===== src/rtl/scene_transition_pkg.sv =====
// Shared mode and state encodings for the scene-transition overlay.
package scene_transition_pkg;

  localparam logic [1:0] MODE_HWIPE  = 2'd0;
  localparam logic [1:0] MODE_VWIPE  = 2'd1;
  localparam logic [1:0] MODE_IRIS   = 2'd2;
  localparam logic [1:0] MODE_BLINDS = 2'd3;

  typedef enum logic [1:0] {
    ST_IDLE    = 2'd0,
    ST_COVER   = 2'd1,
    ST_HOLD    = 2'd2,
    ST_UNCOVER = 2'd3
  } state_e;

endpackage


===== src/rtl/sync_fifo.sv =====
// Single-clock FIFO with registered full/empty flags, registered read data and sticky overflow.
module sync_fifo #(
  parameter int pFifoDepth  = 16,
  parameter int pColorDepth = 16
) (
  input  logic                   iClk,
  input  logic                   iRst,
  input  logic                   iWe,
  input  logic [pColorDepth-1:0] iWd,
  input  logic                   iRe,
  output logic                   oRvld,
  output logic [pColorDepth-1:0] oRd,
  output logic                   oFull,
  output logic                   oEmp,
  output logic                   oOvf
);

  localparam int AW = $clog2(pFifoDepth);

  logic [pColorDepth-1:0] mem [pFifoDepth];
  logic [AW-1:0]          wptr_q, wptr_d, rptr_q, rptr_d;
  logic [AW:0]            cnt_q, cnt_d;
  logic                   full_q, full_d, emp_q, emp_d, ovf_q, ovf_d, rvld_q, rvld_d;
  logic [pColorDepth-1:0] rd_q, rd_d;
  logic                   do_rd, do_wr;

  // A write into a full FIFO is accepted only when a pop frees the slot in the same cycle.
  always_comb begin
    do_rd  = iRe & ~emp_q;
    do_wr  = iWe & (~full_q | do_rd);
    wptr_d = wptr_q;
    rptr_d = rptr_q;
    if (do_wr) wptr_d = wptr_q + AW'(1);
    if (do_rd) rptr_d = rptr_q + AW'(1);
    cnt_d  = cnt_q + (AW+1)'(do_wr) - (AW+1)'(do_rd);
    full_d = (cnt_d == (AW+1)'(pFifoDepth));
    emp_d  = (cnt_d == '0);
    ovf_d  = ovf_q | (iWe & full_q & ~do_rd);
    rvld_d = do_rd;
    rd_d   = do_rd ? mem[rptr_q] : rd_q;
  end

  always_ff @(posedge iClk) begin
    if (iRst) begin
      wptr_q <= '0;
      rptr_q <= '0;
      cnt_q  <= '0;
      full_q <= 1'b0;
      emp_q  <= 1'b1;
      ovf_q  <= 1'b0;
      rvld_q <= 1'b0;
      rd_q   <= '0;
    end else begin
      wptr_q <= wptr_d;
      rptr_q <= rptr_d;
      cnt_q  <= cnt_d;
      full_q <= full_d;
      emp_q  <= emp_d;
      ovf_q  <= ovf_d;
      rvld_q <= rvld_d;
      rd_q   <= rd_d;
    end
  end

  always_ff @(posedge iClk) begin
    if (do_wr) mem[wptr_q] <= iWd;
  end

  assign oRvld = rvld_q;
  assign oRd   = rd_q;
  assign oFull = full_q;
  assign oEmp  = emp_q;
  assign oOvf  = ovf_q;

endmodule


===== src/rtl/scene_transition_gen.sv =====
// Frame-synchronous transition overlay: cover/hold/uncover FSM, per-pixel cover test, output FIFO.
// Handshake: a source beat is taken on iEds; a sink pop happens on iEdd while !oEmp, oVdd/oDd follow one cycle later.
module scene_transition_gen
  import scene_transition_pkg::*;
#(
  parameter int pHdisplayWidth = 11,
  parameter int pVdisplayWidth = 11,
  parameter int pColorDepth    = 16,
  parameter int pFifoDepth     = 16,
  parameter int pBandBits      = 4,
  parameter int pHoldBits      = 8,
  localparam int pProgWidth    = ((pHdisplayWidth > pVdisplayWidth) ? pHdisplayWidth : pVdisplayWidth) + 1
) (
  input  logic                      iClk,
  input  logic                      iRst,
  input  logic                      iStart,
  input  logic [1:0]                iMode,
  input  logic [pHdisplayWidth-1:0] iStep,
  input  logic [pHoldBits-1:0]      iHoldFrames,
  input  logic [pColorDepth-1:0]    iColor,
  input  logic [pColorDepth-1:0]    iPixel,
  input  logic [pHdisplayWidth-1:0] iHdisplay,
  input  logic [pVdisplayWidth-1:0] iVdisplay,
  input  logic [pHdisplayWidth-1:0] iHpos,
  input  logic [pVdisplayWidth-1:0] iVpos,
  input  logic                      iFe,
  input  logic                      iEds,
  output logic                      oFull,
  output logic                      oVdd,
  output logic [pColorDepth-1:0]    oDd,
  input  logic                      iEdd,
  output logic                      oEmp,
  output logic                      oBusy,
  output logic                      oDone,
  output logic                      oOvf,
  output logic [1:0]                oState,
  output logic [pProgWidth-1:0]     oProg
);

  localparam int PW = pProgWidth;

  state_e                   state_q, state_d;
  logic [1:0]               mode_q, mode_d;
  logic [PW-1:0]            step_q, step_d;
  logic [PW-1:0]            limit_q, limit_d;
  logic [PW-1:0]            prog_q, prog_d;
  logic [pHoldBits-1:0]     hold_frames_q, hold_frames_d;
  logic [pHoldBits-1:0]     hold_cnt_q, hold_cnt_d;
  logic                     done_q, done_d;
  logic [pColorDepth-1:0]   pix_q, pix_d;
  logic                     we_q, we_d;

  logic [PW-1:0]            hd_ext, vd_ext, x_ext, y_ext, max_dim, start_limit;
  logic [PW:0]              sum_up;
  logic                     covered;

  always_comb begin
    hd_ext  = PW'(iHdisplay);
    vd_ext  = PW'(iVdisplay);
    x_ext   = PW'(iHpos);
    y_ext   = PW'(iVpos);
    max_dim = (hd_ext > vd_ext) ? hd_ext : vd_ext;
    case (iMode)
      MODE_HWIPE:  start_limit = hd_ext;
      MODE_VWIPE:  start_limit = vd_ext;
      MODE_IRIS:   start_limit = max_dim >> 1;
      default:     start_limit = PW'(2 ** pBandBits);
    endcase
    sum_up = {1'b0, prog_q} + {1'b0, step_q};
  end

  // Right/bottom edges use x+P >= H so a progress larger than the screen still reads as covered.
  always_comb begin
    covered = 1'b0;
    if (state_q != ST_IDLE) begin
      case (mode_q)
        MODE_HWIPE: covered = (x_ext < prog_q);
        MODE_VWIPE: covered = (y_ext < prog_q);
        MODE_IRIS:  covered = (x_ext < prog_q) || (y_ext < prog_q) ||
                              (({1'b0, x_ext} + {1'b0, prog_q}) >= {1'b0, hd_ext}) ||
                              (({1'b0, y_ext} + {1'b0, prog_q}) >= {1'b0, vd_ext});
        default:    covered = (PW'(iHpos[pBandBits-1:0]) < prog_q);
      endcase
    end
  end

  always_comb begin
    state_d       = state_q;
    mode_d        = mode_q;
    step_d        = step_q;
    limit_d       = limit_q;
    prog_d        = prog_q;
    hold_frames_d = hold_frames_q;
    hold_cnt_d    = hold_cnt_q;
    done_d        = 1'b0;
    case (state_q)
      ST_IDLE: begin
        if (iStart) begin
          state_d       = ST_COVER;
          mode_d        = iMode;
          step_d        = (iStep == '0) ? PW'(1) : PW'(iStep);
          limit_d       = start_limit;
          hold_frames_d = iHoldFrames;
          prog_d        = '0;
        end
      end
      ST_COVER: begin
        if (iFe) begin
          if (sum_up >= {1'b0, limit_q}) begin
            prog_d     = limit_q;
            state_d    = ST_HOLD;
            hold_cnt_d = hold_frames_q;
          end else begin
            prog_d = sum_up[PW-1:0];
          end
        end
      end
      ST_HOLD: begin
        if (iFe) begin
          if (hold_cnt_q == '0) state_d = ST_UNCOVER;
          else                  hold_cnt_d = hold_cnt_q - pHoldBits'(1);
        end
      end
      default: begin
        if (iFe) begin
          if (prog_q <= step_q) begin
            prog_d  = '0;
            state_d = ST_IDLE;
            done_d  = 1'b1;
          end else begin
            prog_d = prog_q - step_q;
          end
        end
      end
    endcase
    we_d  = iEds;
    pix_d = iEds ? (covered ? iColor : iPixel) : pix_q;
  end

  always_ff @(posedge iClk) begin
    if (iRst) begin
      state_q       <= ST_IDLE;
      mode_q        <= MODE_HWIPE;
      step_q        <= PW'(1);
      limit_q       <= '0;
      prog_q        <= '0;
      hold_frames_q <= '0;
      hold_cnt_q    <= '0;
      done_q        <= 1'b0;
      pix_q         <= '0;
      we_q          <= 1'b0;
    end else begin
      state_q       <= state_d;
      mode_q        <= mode_d;
      step_q        <= step_d;
      limit_q       <= limit_d;
      prog_q        <= prog_d;
      hold_frames_q <= hold_frames_d;
      hold_cnt_q    <= hold_cnt_d;
      done_q        <= done_d;
      pix_q         <= pix_d;
      we_q          <= we_d;
    end
  end

  sync_fifo #(
    .pFifoDepth  (pFifoDepth),
    .pColorDepth (pColorDepth)
  ) u_fifo (
    .iClk  (iClk),
    .iRst  (iRst),
    .iWe   (we_q),
    .iWd   (pix_q),
    .iRe   (iEdd),
    .oRvld (oVdd),
    .oRd   (oDd),
    .oFull (oFull),
    .oEmp  (oEmp),
    .oOvf  (oOvf)
  );

  assign oBusy  = (state_q != ST_IDLE);
  assign oDone  = done_q;
  assign oState = state_q;
  assign oProg  = prog_q;

endmodule

===== config.mk =====
export PLATFORM = sky130hd
export DESIGN_NAME = scene_transition_gen
export DESIGN_NICKNAME = d
export VERILOG_FILES = /design/src/rtl/scene_transition_pkg.sv /design/src/rtl/sync_fifo.sv /design/src/rtl/scene_transition_gen.sv
export SDC_FILE = /design/constraint.sdc
export NUM_CORES = 1
export LEC_CHECK = 0
export BUFFER_PORTS_ARGS = -buffer_cell sky130_fd_sc_hd__buf_4
export CAP_MARGIN = 20
export CORE_MARGIN = 3
export CORE_UTILIZATION = 55
export DETAILED_ROUTE_END_ITERATION = 7
export PLACE_DENSITY_LB_ADDON = 0.15
export SLEW_MARGIN = 25
export SYNTH_ARGS = -nofsm -noshare
export SYNTH_HDL_FRONTEND = slang
export SYNTH_HIERARCHICAL = 1
export SYNTH_SLANG_ARGS = --single-unit

===== constraint.sdc =====
create_clock -name iClk -period 10.5 [get_ports iClk]
set_input_delay 1.575 -clock iClk [delete_from_list [all_inputs] [get_ports iClk]]
set_output_delay 1.575 -clock iClk [all_outputs]
set_load 0.02 [all_outputs]

======== Yosys cells after proc, flatten, opt, wreduce, memory -nomap -nowiden ========
Memories as Yosys holds them, arrays and structs flattened. A register that Yosys moved wholly into a read port is not among the register bits.
Index checks and enable logic that the tools add are counted.
word-level totals
  flip-flop bits (word level) ............. 91
  bits in writable memories ............... 256
  input port bits ......................... 103
  output and inout port bits .............. 36
  logic and storage cells ................. 105
  memories ................................ 1
operators by class
  $add $sub $neg .......................... 9
  $lt $le $gt $ge ......................... 8
  eq/ne operators ......................... 13
  multiplexer cells ....................... 28
  bitwise gates (word level) .............. 11
  reduce and logical (&&, ||, !) cells .... 18
memories
  name        depth  bits a word  read ports  clocked after Yosys merged registers in  wr ports  RTL line         text
  u_fifo.mem  16     16           1           1                                        1         sync_fifo.sv:20  logic [pColorDepth-1:0] mem [pFifoDepth];
operator list
  cell                                                                    number
  12-bit 2-to-1 mux                                                       5
  12-bit case mux with 3 select lines                                     1
  11-bit case mux with 3 select lines                                     1
  8-bit 2-to-1 mux                                                        4
  11-bit by 12-bit adder with 13-bit output                               2
  13-bit by 11-bit greater-or-equal comparator with 1-bit output          2
  11-bit by 12-bit less-than comparator with 1-bit output                 2
  11-bit 2-to-1 mux                                                       2
  16-bit 2-to-1 mux                                                       1
  8-bit case mux with 2 select lines                                      1
  2-bit 2-to-1 mux                                                        7
  12-bit by 12-bit adder with 13-bit output                               1
  13-bit by 12-bit greater-or-equal comparator with 1-bit output          1
  12-bit less-or-equal comparator                                         1
  4-bit by 12-bit less-than comparator with 1-bit output                  1
  2-bit != test (second input constant)                                   6
  12-bit subtractor                                                       1
  11-bit > comparator                                                     1
  11-bit logical NOT                                                      1
  4-bit by 1-bit adder with 4-bit output (second input constant)          2
  8-bit logical NOT                                                       1
  8-bit by 1-bit subtractor with 8-bit output (second input constant)     1
  7-bit AND reduction                                                     1
  2-bit by 1-bit equality test with 1-bit output (second input constant)  3
  19 further kinds                                                        38

======== Depth between registers and ports, before layout ========
  depth in word-level cells ............... 7
  gate-level depth with buffers ........... 18
  mapped depth without buffers ............ 17

======== By module ========
The synthesis kept the hierarchy.
modules (own cells, without submodules)
  module                times used  cells an instance  area an instance (um^2)
  sync_fifo             1           543                11167.0
  scene_transition_gen  1           952                7429.6

======== Least setup slack after synthesis ========
OpenSTA, ideal clock, no wires.
  kind .................................... input port to flip-flop
  from .................................... input port iHpos[4]
  to ...................................... register pix_q[2]
  library setup time ...................... 0.088 ns
  arrival time ............................ 5.119 ns
  data required time ...................... 10.412 ns
  slack ................................... 5.293 ns
  cell stages on the path ................. 15
  buffers on the path ..................... 1
  cell sequence ........................... ha_1 or3_1 o21ai_0 a21oi_1 o21bai_1 a21oi_1 o21ai_0 xnor2_1 ha_1 nand2_1 o311ai_0 a2111oi_4 clkbuf_1 or3b_2 a311oi_2
between the ends
  word-level cells in the longest chain between the ends .. 7
  elaborated cells on any way between the ends .. 9
  those cells by class .................... add/sub: 1; order compare: 2; mux: 3; reduce/logical: 3
ends and longest elaborated chain
  element                                                                                                                      RTL line                                                                            text
  start, declared                                                                                                              scene_transition_gen.sv:24                                                          input logic [pHdisplayWidth-1:0] iHpos,
  11-bit by 12-bit adder with 13-bit output / 11-bit by 12-bit less-than comparator with 1-bit output (equally long branches)  scene_transition_gen.sv:80, scene_transition_gen.sv:77, scene_transition_gen.sv:79
  13-bit by 11-bit greater-or-equal comparator with 1-bit output / 1-bit logical OR (equally long branches)                    scene_transition_gen.sv:80, scene_transition_gen.sv:79
  1-bit logical OR                                                                                                             scene_transition_gen.sv:79                                                          MODE_IRIS: covered = (x_ext < prog_q) || (y_ext < prog_q) ||
  1-bit logical OR                                                                                                             scene_transition_gen.sv:80                                                          (({1'b0, x_ext} + {1'b0, prog_q}) >= {1'b0, hd_ext}) ||
  1-bit case mux with 3 select lines *                                                                                         scene_transition_gen.sv:76                                                          case (mode_q)
  1-bit 2-to-1 mux *                                                                                                           scene_transition_gen.sv:75                                                          if (state_q != ST_IDLE) begin
  16-bit 2-to-1 mux *                                                                                                          scene_transition_gen.sv:137                                                         pix_d = iEds ? (covered ? iColor : iPixel) : pix_q;
  end signal, assigned                                                                                                         scene_transition_gen.sv:161                                                         pix_q <= pix_d;
  end, declared                                                                                                                scene_transition_gen.sv:50                                                          logic [pColorDepth-1:0] pix_q, pix_d;
Every way passes the cells marked *; elsewhere a longest branch is shown, timed or not.
A chain may end at the register's enable or synchronous reset.

======== Worst setup path after layout ========
  from .................................... input port iHpos[4]
  to ...................................... register pix_q[13]
Same word-level chain as after synthesis.

==> flow_summary_export.csv <==
group,metric,value,unit
place,portBuffers,138,
worst_setup_path,path_cells,"buf_4 -> ha_1 -> or3_1 -> o21ai_0 -> a21oi_1 -> o21bai_1 -> a21oi_1 -> o21ai_0 -> xnor2_1 -> ha_1 -> nand2_1 -> o311ai_0 -> a2111oi_4 -> buf_4 -> or3b_2 -> a311oi_2",
worst_setup_path,end_kind,"register",
cells_and_area,final_cell_mix,"edfxtp_1, buf_4, ha_1, inv_1, nor2_1",
clocking,cts_sinks,361,
cells_and_area,area_delta_synth_final,14.18,%
floorplanning,core.rowCount,66,
synth,synth-xor-area-share,1.978,%
global_route,overflow,0,
clocking,clockRootBuffer,"clkbuf_16",
power_and_ir_drop,p_per_area,220.4,nW/um^2
timing,slew-limit-headroom,32.27,%
worst_setup_path,critPathMaxFanout,32,
timing,hold_viol,0,
floorplanning,start_util,56.44,%
worst_hold_path,holdPathStages,2,
route,avgViaCountPerCell,5.913,
synth,yosysTopAreaCell,"edfxtp_1",
global_route,grt_pass1_wl,67.73,mm
route,drc,0,
clocking,postCtsHoldBufs,0,
clocking,numCtsBuffers,37,
place,postPlaceCellArea,20000,um^2
route,avgRoutedWirePerCell,20.58,um
power_and_ir_drop,p_leak,7.765,nW
cells_and_area,finish.instance_area,21230,um^2
synth,synth_area_per_cell,12.44,um^2
timing,setup_ws,5.271,ns
worst_setup_path,crit_type,"in2reg",
clocking,cts_tree,"built",
synth,synth.distinct_cells,87,
worst_setup_path,worstSetupStartpointType,"input pin",
power_and_ir_drop,peakVddDrop,0.1563,mV
cells_and_area,drive_gt1_share,20.46,%
clocking,post_cts_buffers,0,
synth,synth_top_area_share,41.34,%
synth,syn_inst,1495,
route,vias,12380,
synth,synth-seq-cells,361,
synth,synthArstFlopShare,0,%
synth,syn_area,18600,um^2
worst_setup_path,arrival,5.65,ns
global_route,antenna_found_initial,6,
place,post-place-ws,4.768,ns
clocking,clkLatencyLatePin,0.53,ns
synth,synth_simple_gate_area_share,9.056,%
synth,synth_edf_count,256,
floorplanning,fp.coreArea,32950,um^2
synth,synth_top_cells_by_area,"edfxtp_1, dfxtp_1, ha_1",
worst_setup_path,cp_slowest_stage_delay,0.54,ns
cells_and_area,final_common_cell,"edfxtp_1",
place,hpwl,29.52,mm
timing,fmax,0.1913,GHz
clocking,htreeDepth,2,
timing,holdWs,0.4562,ns
timing,drv_slew,0,
cells_and_area,antenna_cells,0,
run_status,status,"complete, no violations",
floorplanning,fp.dieH,189.9,um
cells_and_area,nets,1857,
synth,ys.warnings.count,6,
clocking,clock_path_buffers,3,
global_route,grt_max_degree,71,
clocking,post_cts_resized,0,
worst_setup_path,slowest_stage,"o311ai_0",
global_route,grt_pass1_vias,12240,
power_and_ir_drop,finalPower,4.680,mW
synth,synth_mux_area_share,10.15,%
timing,tightestPinTransition,1.016,ns
route,wl,43.09,mm
timing,setup_tns,0,ns
floorplanning,dieWidth,189.9,um
worst_setup_path,rr_worst_depth,16,
route,first_iter_violations,951,
route,firstDrtPassIters,7,
place,routabilityCongestion,0.9188,
route,ant_nets,0,
synth,synth_top_family_by_area,"compound AO/OA/AOI/OAI gates",
floorplanning,pin_count,139,
timing,clock_skew,0.01820,ns
worst_hold_path,hold_class,"reg2reg",
timing,post-route-min-period,5.229,ns
timing,fin_crit_sh,49.80,%
synth,synth_ff_type,"edfxtp_1",
synth,synth_nets,1729,
synth,synth_compound_area_share,12.57,%
worst_setup_path,cp.required,10.92,ns
floorplanning,die_area,36050,um^2
flow_run,drv_cap,0,
timing,rsz0062_at_grt,"false",
synth,synthAdderAreaFrac,9.016,%
clocking,clkTransAtPathRegs,0.06,ns
synth,seq_area_frac_synth,52.64,%
global_route,globalRouteTotalUtil,23.96,%
timing,finalSetupViolCount,0,
[cell usage after synthesis (7+ instances only)]
| cell type | number |
|---|---|
| a311oi_2 | 16 |
| o21a_1 | 8 |
| a21o_1 | 10 |
| a221oi_1 | 12 |
| a31oi_1 | 18 |
| nor4_1 | 9 |
| o211ai_1 | 14 |
| buf_2 | 11 |
| o21bai_1 | 10 |
| xor2_1 | 14 |
| nand2b_1 | 20 |
| or3_1 | 16 |
| clkbuf_1 | 40 |
| inv_1 | 110 |
| o2bb2a_1 | 15 |
| a211o_1 | 12 |
| edfxtp_1 | 256 |
| o21ai_0 | 48 |
| a21boi_0 | 9 |
| nand3_1 | 18 |
| o21ai_1 | 30 |
| nand2_1 | 73 |
| nor2_1 | 103 |
| nand4_1 | 10 |
| xnor2_1 | 28 |
| mux2i_1 | 49 |
| ha_1 | 126 |
| buf_6 | 11 |
| a21oi_1 | 76 |
| dfxtp_1 | 105 |
| mux4_2 | 62 |
| o31ai_1 | 7 |
| or3b_2 | 17 |
| nor3_1 | 28 |
| nor2b_1 | 17 |
[per-stage QoR]
stage | std cells | utilization, %
after floorplan | 1495 | -
after global placement | 2026 | 60.69
after detailed placement | 2026 | 60.69
after CTS | 2094 | 64.44
after global routing | 2094 | 64.44
final | 2094 | 64.44
[layer usage]
layer	track usage (%)	up-vias	share of wire, %
li1	-	5873	-
met1	31.29	6070	42
met2	41.38	340	50
met3	4.256	86	5.8
met4	6.710	12	2.6
met5	0	-	0.20
[logic make-up after synthesis]
kind of cell               after synthesis
AOI/OAI and AO/OA                      328
xor gates and xnor gates                42
adders and majority gates              131
buffers and inverters                  187
DFF                                    361
muxes                                  111
and+or+nand+nor                        335
[layout make-up]
type                       instances  area (um^2)
timing repair buffer             164         1231
sequential                       361         9796
fill                            2541        11720
multi-input combinational        947         7998
tap                              442        553.0
clock inverter                    19        222.7
inverter                         112        420.4
clock buffer                      49         1012
[critical path, delay by kind of cell]
kind / cells / cell delay [ns]
buffers and inverters: 2 / 0.37
XOR/XNOR: 1 / 0.09
AO/OA/AOI/OAI: 8 / 1.98
AND/OR/NAND/NOR: 3 / 0.97
adder cells (fa/ha/maj): 2 / 0.65
[power breakdown]
group | internal (mW) | switching (mW) | total (mW)
Combinational | 0.661 | 0.897 | 1.56
Clock | 0.784 | 0.541 | 1.33
Sequential | 1.65 | 0.149 | 1.80
[worst paths after layout]
kind	start	end	slack (ns)
hold / removal	hold_frames_q[0]	hold_frames_q[0]	0.46
setup reg to reg	oProg[4]	pix_q[13]	5.61
hold reg to reg	hold_frames_q[0]	hold_frames_q[0]	0.46
setup / recovery	iHpos[4]	pix_q[13]	5.27
[flip-flops by register name (all words and copies together) (netlist names), 5 cells and up]
register       cells
hold_frames_q      8
hold_cnt_q         8
pix_q             16
u_fifo/oRd        16
step_q            11
oProg             12
u_fifo/cnt_q       5
u_fifo/mem       256
limit_q           11
No activity file was read; power rests on OpenSTA's default activity.
